## config.mk

```make
export PLATFORM = sky130hd
export DESIGN_NAME = video_fetch_pp
export DESIGN_NICKNAME = d
export VERILOG_FILES = /design/src/rtl/video_fetch_pkg.sv /design/src/rtl/video_fetch_sync.sv /design/src/rtl/video_fetch_pp.sv
export SDC_FILE = /design/constraint.sdc
export NUM_CORES = 1
export LEC_CHECK = 0
export ABC_CLOCK_PERIOD_IN_PS = 2650
export BUFFER_PORTS_ARGS = -buffer_cell sky130_fd_sc_hd__buf_2
export CORE_ASPECT_RATIO = 1.75
export CORE_MARGIN = 5
export CORE_UTILIZATION = 52
export DETAILED_ROUTE_END_ITERATION = 6
export GPL_TIMING_DRIVEN = 1
export HOLD_SLACK_MARGIN = 0.02
export PLACE_DENSITY = 0.75
export SYNTH_ARGS = -nofsm -noshare
export SYNTH_HDL_FRONTEND = slang
export SYNTH_SLANG_ARGS = --single-unit
```

## constraint.sdc

```tcl
create_clock -name clk -period 2.65 [get_ports clk]
set_input_delay 0.265 -clock clk [delete_from_list [all_inputs] [get_ports clk]]
set_output_delay 0.265 -clock clk [all_outputs]
set_load 0.02 [all_outputs]
```

## src/rtl/video_fetch_pkg.sv

```systemverilog
// Shared constants and helpers for the ping-pong video fetcher.
package video_fetch_pkg;

  localparam int WORD_W = 16;

  // Renderer consumes the high byte of each DRAM word first.
  function automatic logic [WORD_W-1:0] byteswap16(input logic [WORD_W-1:0] w);
    return {w[7:0], w[15:8]};
  endfunction

  // Ceiling log2; returns 0 for n <= 1.
  function automatic int clog2(input int n);
    int r;
    r = 0;
    for (int i = 0; i < 31; i++) begin
      if ((1 << i) < n) r = i + 1;
    end
    return r;
  endfunction

endpackage

```

## src/rtl/video_fetch_sync.sv

```systemverilog
// Fetch-cycle phase counter, bank swap pulse generator and video_go window.
module video_fetch_sync
  import video_fetch_pkg::*;
#(
  parameter int CYC_LEN    = 16,
  parameter int SYNC_PHASE = 1
) (
  input  logic clk,
  input  logic rst,
  input  logic cend,
  input  logic pre_cend,
  input  logic vpix,
  input  logic fetch_start,
  input  logic fetch_end,
  output logic video_go,
  output logic fetch_sync
);

  localparam int CTR_W = clog2(CYC_LEN);
  localparam logic [CTR_W-1:0] SYNC_VAL = CTR_W'(SYNC_PHASE);

  logic [CTR_W-1:0] ctr;

  // Request window: a start inside the vertical window wins over a stop.
  always_ff @(posedge clk) begin
    if (rst) begin
      video_go <= 1'b0;
    end else if (fetch_start && vpix) begin
      video_go <= 1'b1;
    end else if (fetch_end) begin
      video_go <= 1'b0;
    end
  end

  // Phase counter advances per DRAM cycle; fetch_start realigns it to zero.
  always_ff @(posedge clk) begin
    if (rst) begin
      ctr <= '0;
    end else if (cend) begin
      if (fetch_start) ctr <= '0;
      else             ctr <= ctr + 1'b1;
    end
  end

  // Registered from pre_cend so the pulse lands on the cend clock itself.
  always_ff @(posedge clk) begin
    if (rst) begin
      fetch_sync <= 1'b0;
    end else begin
      fetch_sync <= pre_cend && (ctr == SYNC_VAL);
    end
  end

endmodule

```

## src/rtl/video_fetch_pp.sv

```systemverilog
// Ping-pong video fetcher: one bank fills from the arbiter while the
// other, completed at the last fetch_sync, is presented to the renderer.
module video_fetch_pp
  import video_fetch_pkg::*;
#(
  parameter int WORDS      = 4,
  parameter int CYC_LEN    = 16,
  parameter int SYNC_PHASE = 1
) (
  input  logic                    clk,
  input  logic                    rst,
  input  logic                    cend,
  input  logic                    pre_cend,
  input  logic                    vpix,
  input  logic                    fetch_start,
  input  logic                    fetch_end,
  input  logic [WORD_W-1:0]       video_data,
  input  logic                    video_strobe,
  output logic                    video_go,
  output logic                    fetch_sync,
  output logic [WORDS*WORD_W-1:0] pic_bits,
  output logic                    overrun,
  output logic                    underrun
);

  localparam int CNT_W = clog2(WORDS) + 1;
  localparam int IDX_W = (WORDS > 1) ? clog2(WORDS) : 1;
  localparam logic [CNT_W-1:0] FULL = CNT_W'(WORDS);

  logic [WORD_W-1:0]       bank [2][WORDS];
  logic                    wr_bank;
  logic [CNT_W-1:0]        wr_cnt;
  logic [CNT_W-1:0]        fin_cnt;
  logic                    load_pend;
  logic                    wr_full;
  logic                    do_write;
  logic [IDX_W-1:0]        wr_idx;
  logic [WORDS*WORD_W-1:0] rd_image;

  video_fetch_sync #(
    .CYC_LEN    (CYC_LEN),
    .SYNC_PHASE (SYNC_PHASE)
  ) u_sync (
    .clk         (clk),
    .rst         (rst),
    .cend        (cend),
    .pre_cend    (pre_cend),
    .vpix        (vpix),
    .fetch_start (fetch_start),
    .fetch_end   (fetch_end),
    .video_go    (video_go),
    .fetch_sync  (fetch_sync)
  );

  assign wr_full  = (wr_cnt == FULL);
  assign do_write = video_strobe && !wr_full;
  assign wr_idx   = IDX_W'(wr_cnt);
  // Count including a strobe on this clock; on a swap clock this is the
  // final fill level of the bank being closed.
  assign fin_cnt  = wr_cnt + CNT_W'(do_write);

  // Bank storage: a strobe on the swap clock still lands in the old bank.
  always_ff @(posedge clk) begin
    if (rst) begin
      for (int b = 0; b < 2; b++) begin
        for (int k = 0; k < WORDS; k++) begin
          bank[b][k] <= '0;
        end
      end
    end else if (do_write) begin
      bank[wr_bank][wr_idx] <= video_data;
    end
  end

  // Write pointer, bank select and the one-clock status pulses.
  always_ff @(posedge clk) begin
    if (rst) begin
      wr_bank   <= 1'b0;
      wr_cnt    <= '0;
      load_pend <= 1'b0;
      overrun   <= 1'b0;
      underrun  <= 1'b0;
    end else begin
      overrun   <= video_strobe && wr_full;
      load_pend <= fetch_sync;
      if (fetch_sync) begin
        wr_bank  <= ~wr_bank;
        wr_cnt   <= '0;
        underrun <= (fin_cnt != '0) && (fin_cnt < FULL);
      end else begin
        wr_cnt   <= fin_cnt;
        underrun <= 1'b0;
      end
    end
  end

  // Byte-swapped image of the bank not being written (the completed one).
  always_comb begin
    rd_image = '0;
    for (int k = 0; k < WORDS; k++) begin
      rd_image[k*WORD_W +: WORD_W] = byteswap16(bank[~wr_bank][k]);
    end
  end

  // Renderer register loads once per fetch cycle, the clock after the swap.
  always_ff @(posedge clk) begin
    if (rst) begin
      pic_bits <= '0;
    end else if (load_pend) begin
      pic_bits <= rd_image;
    end
  end

endmodule
```

==> reports/summary.txt, run 1 <==
Ys async rst share: 0%
Register area: 5390 um2
Clock sink count: 205
Initial antenna violation count: 0
CTS max path bufs: 3
Post-cts hold buffer count: 0
First-pass GRT wire length: 26,500 um
Status: finished clean
Routed Antenna Nets: 0
YS warnings: 0
Share of cells above drive strength 1: 19.9%
Final #Nets: 710
Largest family of logic cells by synthesized area: simple AND/OR/NAND/NOR gates
Critical path required time: 2980 ps
Row count: 59
Clock root cell: clkbuf_16
Layer with the highest usage: met2
Hold depth: 3
Number of max-cap violations: 0
M2 GR Usage: 33.3%
R2r worst-path depth: 3
Post-route cell area: 9160 um2
GRT Total Usage: 19.1%
Largest net degree at the start of global routing: 55
Core ar.: 14,900 um2
Final Skew: 9.19 ps
Die X-Extent: 103 um
Slowest stage delay, CP: 680 ps
Kind of critical path: flip-flop to flip-flop
Peak VDD IR: 0.417 mV
Number of distinct library cells after synthesis: 33
Vias per cell: 5.50
Delay-heaviest family, CP: simple AND/OR/NAND/NOR gates
Setup bufs post-CTS: 0
GR Overflow Total: 0
Met3 Use GR: 2.50%
Unrepaired setup endpoints after global routing: no
Via count: 4,816
Final period util: 76.3%
Syn Area/Cell: 13.4 um2
DR WL/cell: 19.4 um
XOR/XNOR Fraction of Synth Area: 0.222%
R2r setup slk: 630 ps
Die area: 17,900 um2
Pwr Density: 702 nW/um2
Port Buf Inserts: 91
Final setup fails: 0
Final WL: 17,000 um
CP Data Arrival Time: 2350 ps
RR Startpoint: wr_bank
Leak: 3.39 nW
Initial Util: 53.0%
# DRC: 0
Placed cell area: 8600 um2
Finished Core Util: 61.4%
Post-synthesis adder-cell area fraction: 0.634%
Worst-path clk slew: 60 ps
F_max: 494 MHz
Post-synthesis mux area share: 8.11%
Buf/Inv on CP: 0
Pre-antenna DRT Iters: 5
Compound-Gate Fraction of Synth Area: 7.16%
Post-CTS Resized: 0
Critical-path maximum fanout: 18
Area growth from synthesis to layout: 15.9%
Synth Net Count: 616
Detailed Place HPWL: 12,000 um
CTS tree: built
Worst Setup Start Kind: flip-flop
Fin crit period: 2020 ps
Fillers: 1,157
Fin. max-slew vios: 0
Area occupied by multi-input gates: 2350 um2
Routability congestion estimate: 0.817
Slew margin rel.: 44.8%
Io pins: 92
CP max-delay cell: nor2_1
Die Ht: 173 um
HP Class: primary input to flip-flop
R2R Path End: bank[0][33]
Clk_lat worst skew: 470 ps
EDFF count, synth: 128
H-tree Lvls: 1
Post-synthesis sequential area ratio: 68.2%
Final setup TNS: 0 ps
TritonCTS Buffers: 19
Seq cells post-synth: 205
Final Hold Fails: 0
Post-Syn Instances: 588
Met1 GRT Util: 24.5%
Area of the mapped netlist: 7900 um2
Initial DRC count: 217
Commonest register cell after synthesis: edfxtp_1
Crit. End Element: flip-flop
Diode count: 0
HP Start: vpix
Endpoint, Worst Hold: u_sync.video_go
Vias in the first global route: 4,828
Synth Area in Simple Gates: 13.4%
Measured slew at the worst slew-check pin: 826 ps
CP Cell Sequence: or3b_1 -> nor2_1 -> and2_1
[worst reg2reg max path, stage by stage, from the launching register on]
cell,delay (ps)
dfxtp_4,450
or3b_1,510
nor2_1,680
and2_1,250
[area by class of cell]
| cell class | count | share of cell area [%] |
|---|---|---|
| Tap cell | 183 | 2.50 |
| Sequential cell | 205 | 58.9 |
| Timing Repair Buffer | 109 | 6.72 |
| Clock buffer | 24 | 5.40 |
| Inverter | 3 | 0.123 |
| Multi-Input combinational cell | 344 | 25.7 |
| Clock inverter | 8 | 0.697 |
[metrics by stage]
step	power (W)	hold slack [ps]	cells	worst slack, ps
5_1_grt	0.00664	52.0	876	468
4_1_cts	0.00648	32.8	876	615
3_3_place_gp	0.00397	461	844	642
3_5_place_dp	0.00400	474	844	527
2_1_floorplan	0.00384	345	588	168
6_report	0.00643	46.1	876	627
[registers in the layout, summed over array words and instances, names as in the netlist, 3 cells and up]
| register | cells |
|---|---|
| pic_bits | 64 |
| bank | 128 |
| u_sync.ctr | 4 |
| wr_cnt | 3 |
[power by group]
part / total (W) / leakage [nW] / switching [W] / internal [W]
Combinational: 0.000348 / 1.16 / 0.000227 / 0.000120
Clock: 0.00250 / 0.272 / 0.00109 / 0.00141
Sequential: 0.00358 / 1.96 / 0.0000566 / 0.00352
Total: 0.00643 / 3.39 / 0.00137 / 0.00506
[worst max-delay path by stage]
stage / depth (start not counted) / slack [ps] / to / from
after floorplan: 3 / 170 / bank[0][16] / wr_bank
after global placement: 5 / 640 / bank[1][28] / rst
after detailed placement: 4 / 530 / bank[0][41] / rst
after CTS: 3 / 620 / bank[0][33] / wr_bank
after global routing: 3 / 470 / bank[0][33] / wr_bank
final: 3 / 630 / bank[0][33] / wr_bank
[layer usage]
metal | wire length, um | vias to the layer above
met3 | 815 | 33
met5 | 0 | -
li1 | - | 2315
met4 | 488 | 0
met2 | 9020 | 143
met1 | 6710 | 2325
[layout by cell type, fill, tap and decap left out, types with 2 or more instances in the layout]
| cell | n |
|---|---|
| nor2b_1 | 2 |
| nand2b_1 | 3 |
| dfxtp_1 | 75 |
| clkbuf_1 | 5 |
| a21oi_1 | 5 |
| nand2_1 | 3 |
| dfxtp_4 | 2 |
| o21ai_1 | 6 |
| nor2_1 | 73 |
| ha_1 | 4 |
| clkinv_1 | 4 |
| buf_12 | 2 |
| nor3b_1 | 7 |
| edfxtp_1 | 128 |
| and2_1 | 96 |
| o21ai_0 | 3 |
| buf_4 | 16 |
| clkbuf_16 | 19 |
| mux2i_1 | 64 |
| buf_2 | 91 |
| clkinv_2 | 2 |
| a211oi_1 | 64 |
| inv_1 | 3 |
[cell families after synthesis]
logic type	count (synthesis)
flip-flops	205
AND/OR/NAND/NOR	194
AO/OA/AOI/OAI	80
multiplexers	64
buffers and inverters	39
adder cells (fa/ha/maj)	4
XOR/XNOR	2
[cells in the mapped netlist, types with 2 or more instances]
library cell,number,share of area [%]
nand2_1,3,0.14
ha_1,4,0.63
clkbuf_1,21,1.0
a211oi_1,64,6.1
o21ai_0,9,0.57
nor2b_1,2,0.16
inv_1,3,0.14
nor2_1,73,3.5
nand2b_1,3,0.24
dfxtp_1,77,20
mux2i_1,64,8.1
edfxtp_1,128,49
a21oi_1,5,0.32
and2_1,96,7.6
buf_4,5,0.48
buf_2,7,0.44
nor3b_1,7,0.67
buf_1,2,0.095
No activity file was read; power rests on OpenSTA's default activity.
==> run 2: changes to the inputs <==
- ABC_AREA: default -> 1
- ABC_CLOCK_PERIOD_IN_PS: 2650 -> 1950
- CORE_UTILIZATION: 52 -> 58
- PLACE_DENSITY: 0.75 -> 0.79
- clock period: 2.65 -> 1.95 ns (I/O delays scaled with it)
==> run 2 against run 1 <==
Synthesized cell count up 29%. Worst hold slack worse by 6.5 ps. Synthesized area up 3.0%. Largest power group unchanged. Largest cell class unchanged. Maximum frequency up 13%.
==> reports/summary.txt, run 2 <==
Status: finished clean
Most common cell after layout, fill and taps aside: nand2_1
Leak: 4.16 nW
EDFF count, synth: 128
Design internal power: 0.00720 W
Area growth from synthesis to layout: 15.8%
Met3 Use GR: 3.60%
Detailed Place HPWL: 13,700 um
Vias per cell: 5.56
Initial Util: 58.8%
Final period util: 91.6%
Final WL: 20,000 um
Ys async rst share: 0%
Biggest regs: bank (128), pic_bits (64), u_sync.ctr (4)
GR Overflow Total: 0
Area occupied by multi-input gates: 2140 um2
Max reg flops: 128
Sw Ratio: 22.0%
Clk pwr share: 40.8%
Synth Net Count: 785
Via count: 5,782
Io pins: 92
RR Startpoint: wr_cnt[1]
Worst-path clk slew: 60 ps
Post-synthesis sequential area ratio: 66.2%
Diode count: 0
Post-Syn Instances: 757
TritonCTS Buffers: 19
Die X-Extent: 99.5 um
Crit. End Element: flip-flop
Layer with the highest usage: met2
Synth top area cells: edfxtp_1 47%, dfxtp_1 19%, nand2_1 6.8%
F_max: 560 MHz
First-pass GRT wire length: 31,200 um
GRT Total Usage: 24.3%
Pwr Density: 980 nW/um2
Clock root cell: clkbuf_16
CTS max path bufs: 3
Routability congestion estimate: 0.942
CP max-delay cell: dfxtp_1
Final #Nets: 879
Fin crit period: 1790 ps
CP Data Arrival Time: 2160 ps
Synth top cells by count: 147 x nand2_1, 128 x edfxtp_1, 87 x nor2_1, 77 x dfxtp_1
Clk_lat worst skew: 490 ps
Delay-heaviest family, CP: simple AND/OR/NAND/NOR gates
Kind of critical path: flip-flop to flip-flop
Place WS: 159 ps
Crit path launch: wr_cnt[1]
Number of distinct library cells after synthesis: 30
Slew margin rel.: 63.3%
Die Ht: 167 um
Switch Pwr: 0.00203 W
Unrepaired setup endpoints after global routing: no
Critical path required time: 2320 ps
DR WL/cell: 19.2 um
YS warnings: 0
Final setup fails: 0
Post-synth top area cell: edfxtp_1
Clock sink count: 205
HP Start: fetch_start
Row count: 57
Seq cells post-synth: 205
Peak VDD IR: 0.769 mV
Commonest register cell after synthesis: edfxtp_1
HP Class: primary input to flip-flop
Register area: 5390 um2
Setup bufs post-CTS: 0
Measured slew at the worst slew-check pin: 549 ps
Slowest stage delay, CP: 380 ps
Port Buf Inserts: 91
Logic gate share of total power: 6.2%
Met1 GRT Util: 27.6%
Routed Antenna Nets: 0
Share of cells above drive strength 1: 23.1%
Initial DRC count: 392
Number of max-cap violations: 0
Die area: 16,600 um2
Largest net degree at the start of global routing: 55
Vias in the first global route: 5,837
Area of the mapped netlist: 8130 um2
Core ar.: 13,800 um2
Final WS setup: 163 ps
Reg power frac: 53.0%
Pre-antenna DRT Iters: 7
Critical-path maximum fanout: 8
CP Cell Sequence: nor2_4 -> nand2_4 -> nand2_1 -> inv_1 -> ha_1 -> ha_1 -> inv_1 -> nand2_1 -> and3_1
Fillers: 1,052
Most instantiated library cell after synthesis: nand2_1
Largest Register: bank
Final Hold Fails: 0
Final Skew: 14.2 ps
Final setup TNS: 0 ps
Fin. max-slew vios: 0
Initial antenna violation count: 0
# DRC: 0
Post-synth top area share: 47.3%
Worst Setup Start Kind: flip-flop
Syn Area/Cell: 10.7 um2
H-tree Lvls: 1
CTS tree: built
Buf/Inv on CP: 2
Most frequent cells in the layout: 147 x nand2_1, 128 x edfxtp_1, 91 x buf_2, 87 x nor2_1, 75 x dfxtp_1
M2 GR Usage: 44.3%
-- run 2: cell types whose count changed after synthesis, sizes merged, moves of 64 or more --
| cell | previous run | this run |
|---|---|---|
| o211ai | 0 | 64 |
| and2 | 96 | 1 |
| nand3 | 1 | 66 |
| mux2i | 64 | 0 |
| nand2 | 3 | 150 |
| inv | 3 | 96 |
| a211oi | 64 | 0 |
-- run 2: power by group through the flow --
stage	Clock, W	Sequential [W]	Combinational, W
after global placement	0	0.00497	0.000542
after detailed placement	0	0.00498	0.000560
after CTS	0.00378	0.00489	0.000568
after global routing	0.00398	0.00490	0.000615
after floorplan	0	0.00499	0.000324
final	0.00377	0.00489	0.000570
-- run 2: worst reg2reg max path, cell delays in order (launching register included) --
cell and delay [ps]:
dfxtp_1 380, nor2_4 220, nand2_4 160, nand2_1 120, inv_1 50, ha_1 170
ha_1 280, inv_1 90, nand2_1 50, and3_1 170
-- run 2: path summary, 6_finish.rpt --
kind / end / slack [ps] / depth (start not counted)
max: underrun / 160 / 9
max reg2reg: underrun / 160 / 9
min: u_sync.ctr[3] / 40 / 4
min reg2reg: u_sync.fetch_sync / 460 / 1
-- run 2: per-layer routing --
metal / vias up / share of wire, % / wire, um
met4: 0 / 4.2 / 835
met1: 2766 / 36 / 7100
li1: 2722 / - / -
met3: 57 / 6.4 / 1290
met5: - / 0 / 0
met2: 237 / 54 / 10700
-- run 2: per-stage QoR --
step                      cell area [um2]  power, W  util, %  hold WS (ps)  std cells
after global placement               8760   0.00552     63.3           431       1004
after detailed placement             8760   0.00555     63.3           454       1004
after global routing                 9420   0.00950     68.1          56.9       1040
after floorplan                      8130   0.00532        -           335        757
after CTS                            9420   0.00924     68.1          34.9       1040
final                                9420   0.00923     68.1          39.6       1040
-- run 2: cell type report --
cell class / count / share of cell area, %
clock inverter: 8 / 1.24
tap: 177 / 2.35
timing repair buffer: 117 / 7.25
sequential: 205 / 57.2
inverter: 96 / 3.85
clock buffer: 25 / 5.39
multi-input combinational: 412 / 22.7
-- run 2: timing repair --
action,CTS,global route
hold buffers,3,0
hold endpoints to repair,2,0
setup endpoints to repair,0,0
resized for setup,0,0
-- run 2: logic make-up (layout without fill, tap and decap cells) --
kind of cell,Yosys count,in the layout,synth area share [%]
AO/OA/AOI/OAI,75,75,6.60
XOR/XNOR,1,1,0.108
adder cells (fa/ha/maj),4,4,0.615
buffers and inverters,140,246,7.54
flip-flops,205,205,66.2
AND/OR/NAND/NOR,332,332,18.9
